## src/rtl/jbi_min_err_inject_seq.sv

```systemverilog
// JBus error-injection sequencer: hands mout one J_AD injection request at a time
// and reports completion. Define JBI_ERR_INJECT_MULTI_EN to honour the COUNT field.
module jbi_min_err_inject_seq (
    input  logic        clk,
    input  logic        rst,
    input  logic        csr_jbi_err_inject_output,
    input  logic [23:0] csr_jbi_err_inject_count,
    input  logic        mout_min_inject_err_done,
    output logic        min_mout_inject_err,
    output logic        min_csr_inject_seq_done,
    output logic        min_inject_busy,
    output logic [23:0] min_inject_remaining
);

    typedef enum logic [2:0] {
        ST_IDLE,
        ST_REQ,
        ST_GAP0,
        ST_GAP1,
        ST_FIN
    } state_e;

    state_e      state_q, state_d;
    logic        en_q, en_d;
    logic        first_q, first_d;
    logic [23:0] remaining_q, remaining_d;
    logic        req_q, req_d;
    logic        done_q, done_d;
    logic        busy_q, busy_d;
    logic [23:0] load_val;
    logic        arm;

    // The first edge after reset only samples the level, so a level held high
    // through reset is never mistaken for a fresh enable.
    assign arm = csr_jbi_err_inject_output && !en_q && !first_q;

`ifdef JBI_ERR_INJECT_MULTI_EN
    assign load_val = (csr_jbi_err_inject_count == 24'd0) ? 24'd1 : csr_jbi_err_inject_count;
`else
    logic count_unused;
    assign count_unused = ^csr_jbi_err_inject_count;
    assign load_val     = 24'd1;
`endif

    always_comb begin
        // NOTE: every signal written here gets a default first, so no path can infer a latch.
        state_d     = state_q;
        remaining_d = remaining_q;
        en_d        = csr_jbi_err_inject_output;
        first_d     = 1'b0;

        case (state_q)
            ST_IDLE: begin
                if (arm) begin
                    remaining_d = load_val;
                    state_d     = ST_REQ;
                end
            end
            ST_REQ: begin
                // Abort outranks a done arriving in the same cycle.
                if (!csr_jbi_err_inject_output) begin
                    remaining_d = 24'd0;
                    state_d     = ST_IDLE;
                end else if (mout_min_inject_err_done) begin
                    remaining_d = remaining_q - 24'd1;
                    state_d     = (remaining_q == 24'd1) ? ST_FIN : ST_GAP0;
                end
            end
            ST_GAP0, ST_GAP1: begin
                if (!csr_jbi_err_inject_output) begin
                    remaining_d = 24'd0;
                    state_d     = ST_IDLE;
                end else begin
                    state_d = (state_q == ST_GAP0) ? ST_GAP1 : ST_REQ;
                end
            end
            ST_FIN: begin
                state_d = ST_IDLE;
            end
            default: begin
                remaining_d = 24'd0;
                state_d     = ST_IDLE;
            end
        endcase

        // Outputs are decoded from the next state so they register alongside it.
        req_d  = (state_d == ST_REQ);
        done_d = (state_d == ST_FIN);
        busy_d = (state_d != ST_IDLE);
    end

    // NOTE: sequential state uses non-blocking assignments so all flops update together.
    always_ff @(posedge clk or posedge rst) begin
        if (rst) begin
            state_q     <= ST_IDLE;
            en_q        <= 1'b0;
            first_q     <= 1'b1;
            remaining_q <= 24'd0;
            req_q       <= 1'b0;
            done_q      <= 1'b0;
            busy_q      <= 1'b0;
        end else begin
            state_q     <= state_d;
            en_q        <= en_d;
            first_q     <= first_d;
            remaining_q <= remaining_d;
            req_q       <= req_d;
            done_q      <= done_d;
            busy_q      <= busy_d;
        end
    end

    assign min_mout_inject_err     = req_q;
    assign min_csr_inject_seq_done = done_q;
    assign min_inject_busy         = busy_q;
    assign min_inject_remaining    = remaining_q;

endmodule

```

## config.mk

```make
export PLATFORM = sky130hd
export DESIGN_NAME = jbi_min_err_inject_seq
export DESIGN_NICKNAME = d
export VERILOG_FILES = /design/src/rtl/jbi_min_err_inject_seq.sv
export SDC_FILE = /design/constraint.sdc
export NUM_CORES = 1
export LEC_CHECK = 0
export ABC_AREA = 1
export CAP_MARGIN = 5
export CORE_MARGIN = 2
export CORE_UTILIZATION = 43
export DETAILED_ROUTE_END_ITERATION = 8
export PLACE_DENSITY = 0.77
export SETUP_SLACK_MARGIN = 0.3
export SYNTH_ARGS = -nofsm -noshare
export SYNTH_HDL_FRONTEND = slang
export SYNTH_SLANG_ARGS = --single-unit
```

## constraint.sdc

```tcl
create_clock -name clk -period 1.7 [get_ports clk]
set_clock_uncertainty 0.15 [all_clocks]
set_input_delay 0.34 -clock clk [delete_from_list [all_inputs] [get_ports clk]]
set_output_delay 0.34 -clock clk [all_outputs]
set_load 0.05 [all_outputs]
```

# Word level (Yosys, flattened, before mapping)
# Index checks and enable logic that the tools add are counted.
[word_totals]
input_bits = 28
wordCells = 39
reg_bits = 32
output_inout_bits = 27
[classes]
n_mux = 12
n_addsub = 1
bitwise_logic = 1
eq_ne = 10
reduce_logical = 8
[op_table]
columns = ["op", "count"]
rows = [
  ["$mux W24", 4],
  ["$pmux W24 S4", 1],
  ["$eq A24 B1 Y1 const B", 1],
  ["$sub A24 B1 Y24 const B", 1],
  ["$mux W3", 4],
  ["$pmux W3 S3", 1],
  ["$eq A3 B1 Y1 const B", 2],
  ["$eq A3 B2 Y1 const B", 2],
  ["$eq A3 B3 Y1 const B", 2],
  ["$mux W2", 2],
  ["$ne A2 B2 Y1 const B", 2],
  ["$reduce_and A4 Y1", 1],
  ["$logic_not A3 Y1", 1],
  ["$ne A3 B3 Y1 const B", 1],
  ["$reduce_bool A3 Y1", 1],
  ["$logic_and A1 B1 Y1", 2],
  ["$logic_not A1 Y1", 2],
  ["$reduce_or A2 Y1", 1],
  ["$not A1 Y1", 1],
]

# Longest topological paths before layout
[depth]
word_depth = 6
mapped_depth = 11
mapped_depth_nobuf = 11

# Worst setup path after synthesis
# Ideal clock, no wire load.
[synth_timing]
path_type = "reg-to-reg"
start = "reg remaining_q[0], in the netlist min_inject_remaining[0]"
end = "reg remaining_q[8], in the netlist min_inject_remaining[8]"
stages_incl_launch_ff = 10
required_ps = 1426
slack_ps = -188
period_less_slack_ps = 1888
path_buffers = 0
setup_time_ps = 124
arrival_time_ps = 1613
path_cell_list = "dfrtp_1 -> inv_1 -> ha_1 -> nand2_1 -> nor2_4 -> inv_1 -> nor2_4 -> nand2_1 -> o21ai_0 -> a21oi_1"
[synth_via]
elab_chain_len = 4
[synth_lines]
columns = ["element", "line_no", "text"]
rows = [
  ["from (decl)", "26", "logic [23:0] remaining_q, remaining_d;"],
  ["from (signal assigned)", "106", "remaining_q <= remaining_d;"],
  ["$sub A24 B1 Y24", "65", "remaining_d = remaining_q - 24'd1;"],
  ["$mux W24", "64", "end else if (mout_min_inject_err_done) begin"],
  ["$mux W24", "61", "if (!csr_jbi_err_inject_output) begin"],
  ["$pmux W24 S4", "52", "case (state_q)"],
]
# No other way between the ends. The select of a mux whose other input is x is not followed.
# A chain may end at the register's enable or synchronous reset.

# Worst setup path after layout
[layout_timing]
start = "reg remaining_q[2], in the netlist min_inject_remaining[2]"
end = "reg remaining_q[19], in the netlist min_inject_remaining[19]"
# The elaborated chain is that of the path after synthesis.

==> reports/metrics.yaml <==
finalWorstPathRequiredPeriod_ns: 1.773
cts_inserted_buffers: 5
die_h_um: 71.22
setup_tns_ns: -0.1793
grt_antenna_before_repair: 0
yosysMostFrequentCell: "sky130_fd_sc_hd__nand2_1"
remaining_drc_errors: 0
area_of_the_die_sq_um: 5072
detail_route.iter0.violations: 214
power.leakage_uw: 0.001766
die_x_um: 71.22
cts_hold_buf: 0
synth.yosys.warnings: 0
drive_above_1_share: 0.5238
timing.rr.end: "min_inject_remaining[19]"
avgSynthCellArea_sq_um: 7.066
route.vias.total: 2364
timing.critical_path.required_ns: 1.76
clock_latency_ns: 0.30
synth.top_cell.area_share: 0.3992
r2r-start: "min_inject_remaining[2]"
critPathLaunchType: "flip-flop"
grt_pass1_vias: 2199
design.core.area_sq_um: 4354
via_per_inst: 5.498
ys_seq_elements: 32
clock_sink_count: 32
ys_seq_area_frac: 0.4127
layout_setup_ws_ns: -0.07316
drt_first_pass_iters: 5
syn_to_final_growth_pct: 80.42
number_of_flops_mapped_to_enable_cells_by_yosys: 0
final.fill_count: 221
netlist.top_cell.by_area: "sky130_fd_sc_hd__dfrtp_1"
worst-r2r-cell-count: 8
ys_async_sr_fraction: 1.000
clk_transition_reported_paths_ns: 0.07
maximum_number_of_pins_on_one_net_before_global_route_repair: 33
final_max_slew_viol_count: 0
maxCapViolations: 0
postRouteWirelength_mm: 7.329
finalCritPeriodShare: 1.043
synth_cell_type_count: 28
unrepaired_setup_endpoints_after_global_routing: "true"
route.detailed.wl_per_inst_um: 17.04
critPathArrivalTime_ns: 1.83
initial_core_util: 0.4463
nNetsFinal: 407
worst_ir_drop_vdd_v: 0.001303
clock_tree.root_cell: "sky130_fd_sc_hd__clkbuf_8"
crit_path_start: "min_inject_remaining[2]"
capture_point_of_the_critical_path: "min_inject_remaining[19]"
grt_remaining_overflow: 0
finalHoldViolCount: 0
synth_flop_cell: "sky130_fd_sc_hd__dfrtp_1"
dp_hpwl_mm: 3.673
port_buffers: 30
status: "finished, violations left"
pwr_density_cell_nw_per_um2: 1937
grt_use_total: 0.2548
rows: 24
failed_checks: "negative setup slack"
h-tree-depth: 2
place_congestion: 0.8958
cts_tree: "built"
mappedNetlistArea_sq_um: 1943
n_diodes: 0
synth.cells.most_frequent: "sky130_fd_sc_hd__nand2_1 (61), sky130_fd_sc_hd__nor2_1 (57), sky130_fd_sc_hd__inv_1 (43)"
worstPathMaxFanout: 3
synthesized_instance_count: 275
grt_pass1_wl_mm: 10.06
rrSetupSlack_ns: -0.07
detail-route-antenna-nets: 0
hold_path.class: "in2async"
setup_viol: 5
syn_nets: 305
fmax_achieved_mhz: 564.0
dp_worst_slack_ns: -0.3920
synth.top_cells.by_area: "sky130_fd_sc_hd__dfrtp_1 (40%), sky130_fd_sc_hd__nand2_1 (12%), sky130_fd_sc_hd__nor2_1 (11%)"
crit_path_end_kind: "flip-flop"
hold_slack_ns: 0.2305
critPathKind: "reg2reg"
clock_path_buffers: 2
floorplan.io_pins: 55
[critical path: stages (launching register included)]
cell and delay, ns:
sky130_fd_sc_hd__dfrtp_2 0.44, sky130_fd_sc_hd__nor2_1 0.20, sky130_fd_sc_hd__nand2_1 0.17, sky130_fd_sc_hd__nor2_2 0.17, sky130_fd_sc_hd__nand2_2 0.11, sky130_fd_sc_hd__nor2_4 0.13, sky130_fd_sc_hd__nand2_1 0.07, sky130_fd_sc_hd__xor2_1 0.13
sky130_fd_sc_hd__nor2_1 0.10
[routing by layer]
layer / GRT usage / routed length [um]
met5: 0 / 0
met4: 0.1027 / 253
met3: 0.04641 / 397
met2: 0.4588 / 3852
met1: 0.2980 / 2825
[layout by cell type (no fill, tap or decap), types with 7 or more instances in the layout]
cell type                 instances
sky130_fd_sc_hd__buf_6           14
sky130_fd_sc_hd__o21ai_1          7
sky130_fd_sc_hd__nor2_4          16
sky130_fd_sc_hd__buf_12          29
sky130_fd_sc_hd__nand3_1         15
sky130_fd_sc_hd__nand4_1         12
sky130_fd_sc_hd__buf_4           50
sky130_fd_sc_hd__inv_1           34
sky130_fd_sc_hd__nand2_1         54
sky130_fd_sc_hd__dfrtp_2         25
sky130_fd_sc_hd__nor2_2          14
sky130_fd_sc_hd__nor2_1          34
sky130_fd_sc_hd__inv_2           10
sky130_fd_sc_hd__nand2_2          7
[cell families (layout without fill, tap and decap cells)]
group                      after synthesis  count (layout)  synth area share
buffers and inverters                   49             150            0.1011
other                                    1               1          0.001930
DFF                                     32              32            0.4127
adders and majority gates                2               2           0.01288
AOI/OAI and AO/OA                       21              21           0.06375
and+or+nand+nor                        166             168            0.3896
xor gates and xnor gates                 4               4           0.01803
[how the worst min path moves through the flow]
stage / slack (ns) / to / start / depth (start not counted)
after floorplan: 0.22 / en_q / csr_jbi_err_inject_output / 0
after global placement: 0.43 / min_inject_remaining[20] / min_inject_remaining[20] / 2
after detailed placement: 0.43 / min_inject_remaining[20] / min_inject_remaining[20] / 2
after CTS: 0.23 / en_q / csr_jbi_err_inject_output / 1
after global routing: 0.24 / en_q / csr_jbi_err_inject_output / 1
final: 0.23 / min_inject_remaining[3] / rst / 3
[layout make-up]
cell class | instances | area, sq um | area share
Multi-Input combinational cell | 196 | 1196 | 0.3412
Tap cell | 52 | 65.06 | 0.01856
Clock buffer | 6 | 82.58 | 0.02355
Timing Repair Buffer | 96 | 1141 | 0.3255
Inverter | 46 | 177.7 | 0.05068
Sequential cell | 32 | 833.3 | 0.2377
Clock inverter | 2 | 10.01 | 0.002855
[state kept, by name, summed over array words and instances, names as in the netlist]
signal / flops
first_q: 1
min_mout_inject_err: 1
min_csr_inject_seq_done: 1
state_q: 3
min_inject_remaining: 24
en_q: 1
min_inject_busy: 1
[where the power goes]
| part | switching, uW | internal [uW] | total, uW |
|---|---|---|---|
| combinational | 2750 | 2090 | 4830 |
| sequential | 343 | 988 | 1330 |
| clock | 305 | 323 | 628 |
| total | 3390 | 3400 | 6790 |
[stage by stage]
step | power (uW) | instances | utilization | cell area, sq um
floorplan | 3533 | 275 | - | 2056
global placement | 4868 | 377 | 0.6572 | 2861
detailed placement | 4947 | 377 | 0.6572 | 2861
CTS | 6214 | 420 | 0.7670 | 3339
global route | 7122 | 430 | 0.8052 | 3506
finish | 6792 | 430 | 0.8052 | 3506
[what timing repair did]
item                                    in CTS  in global routing
endpoints found under the setup margin      48                 53
gates cloned                                 2                  0
setup buffers                               33                 10
resized for setup                           43                 29
pin swaps                                   26                 15
Note: power is estimated with default switching activity, not from simulation.
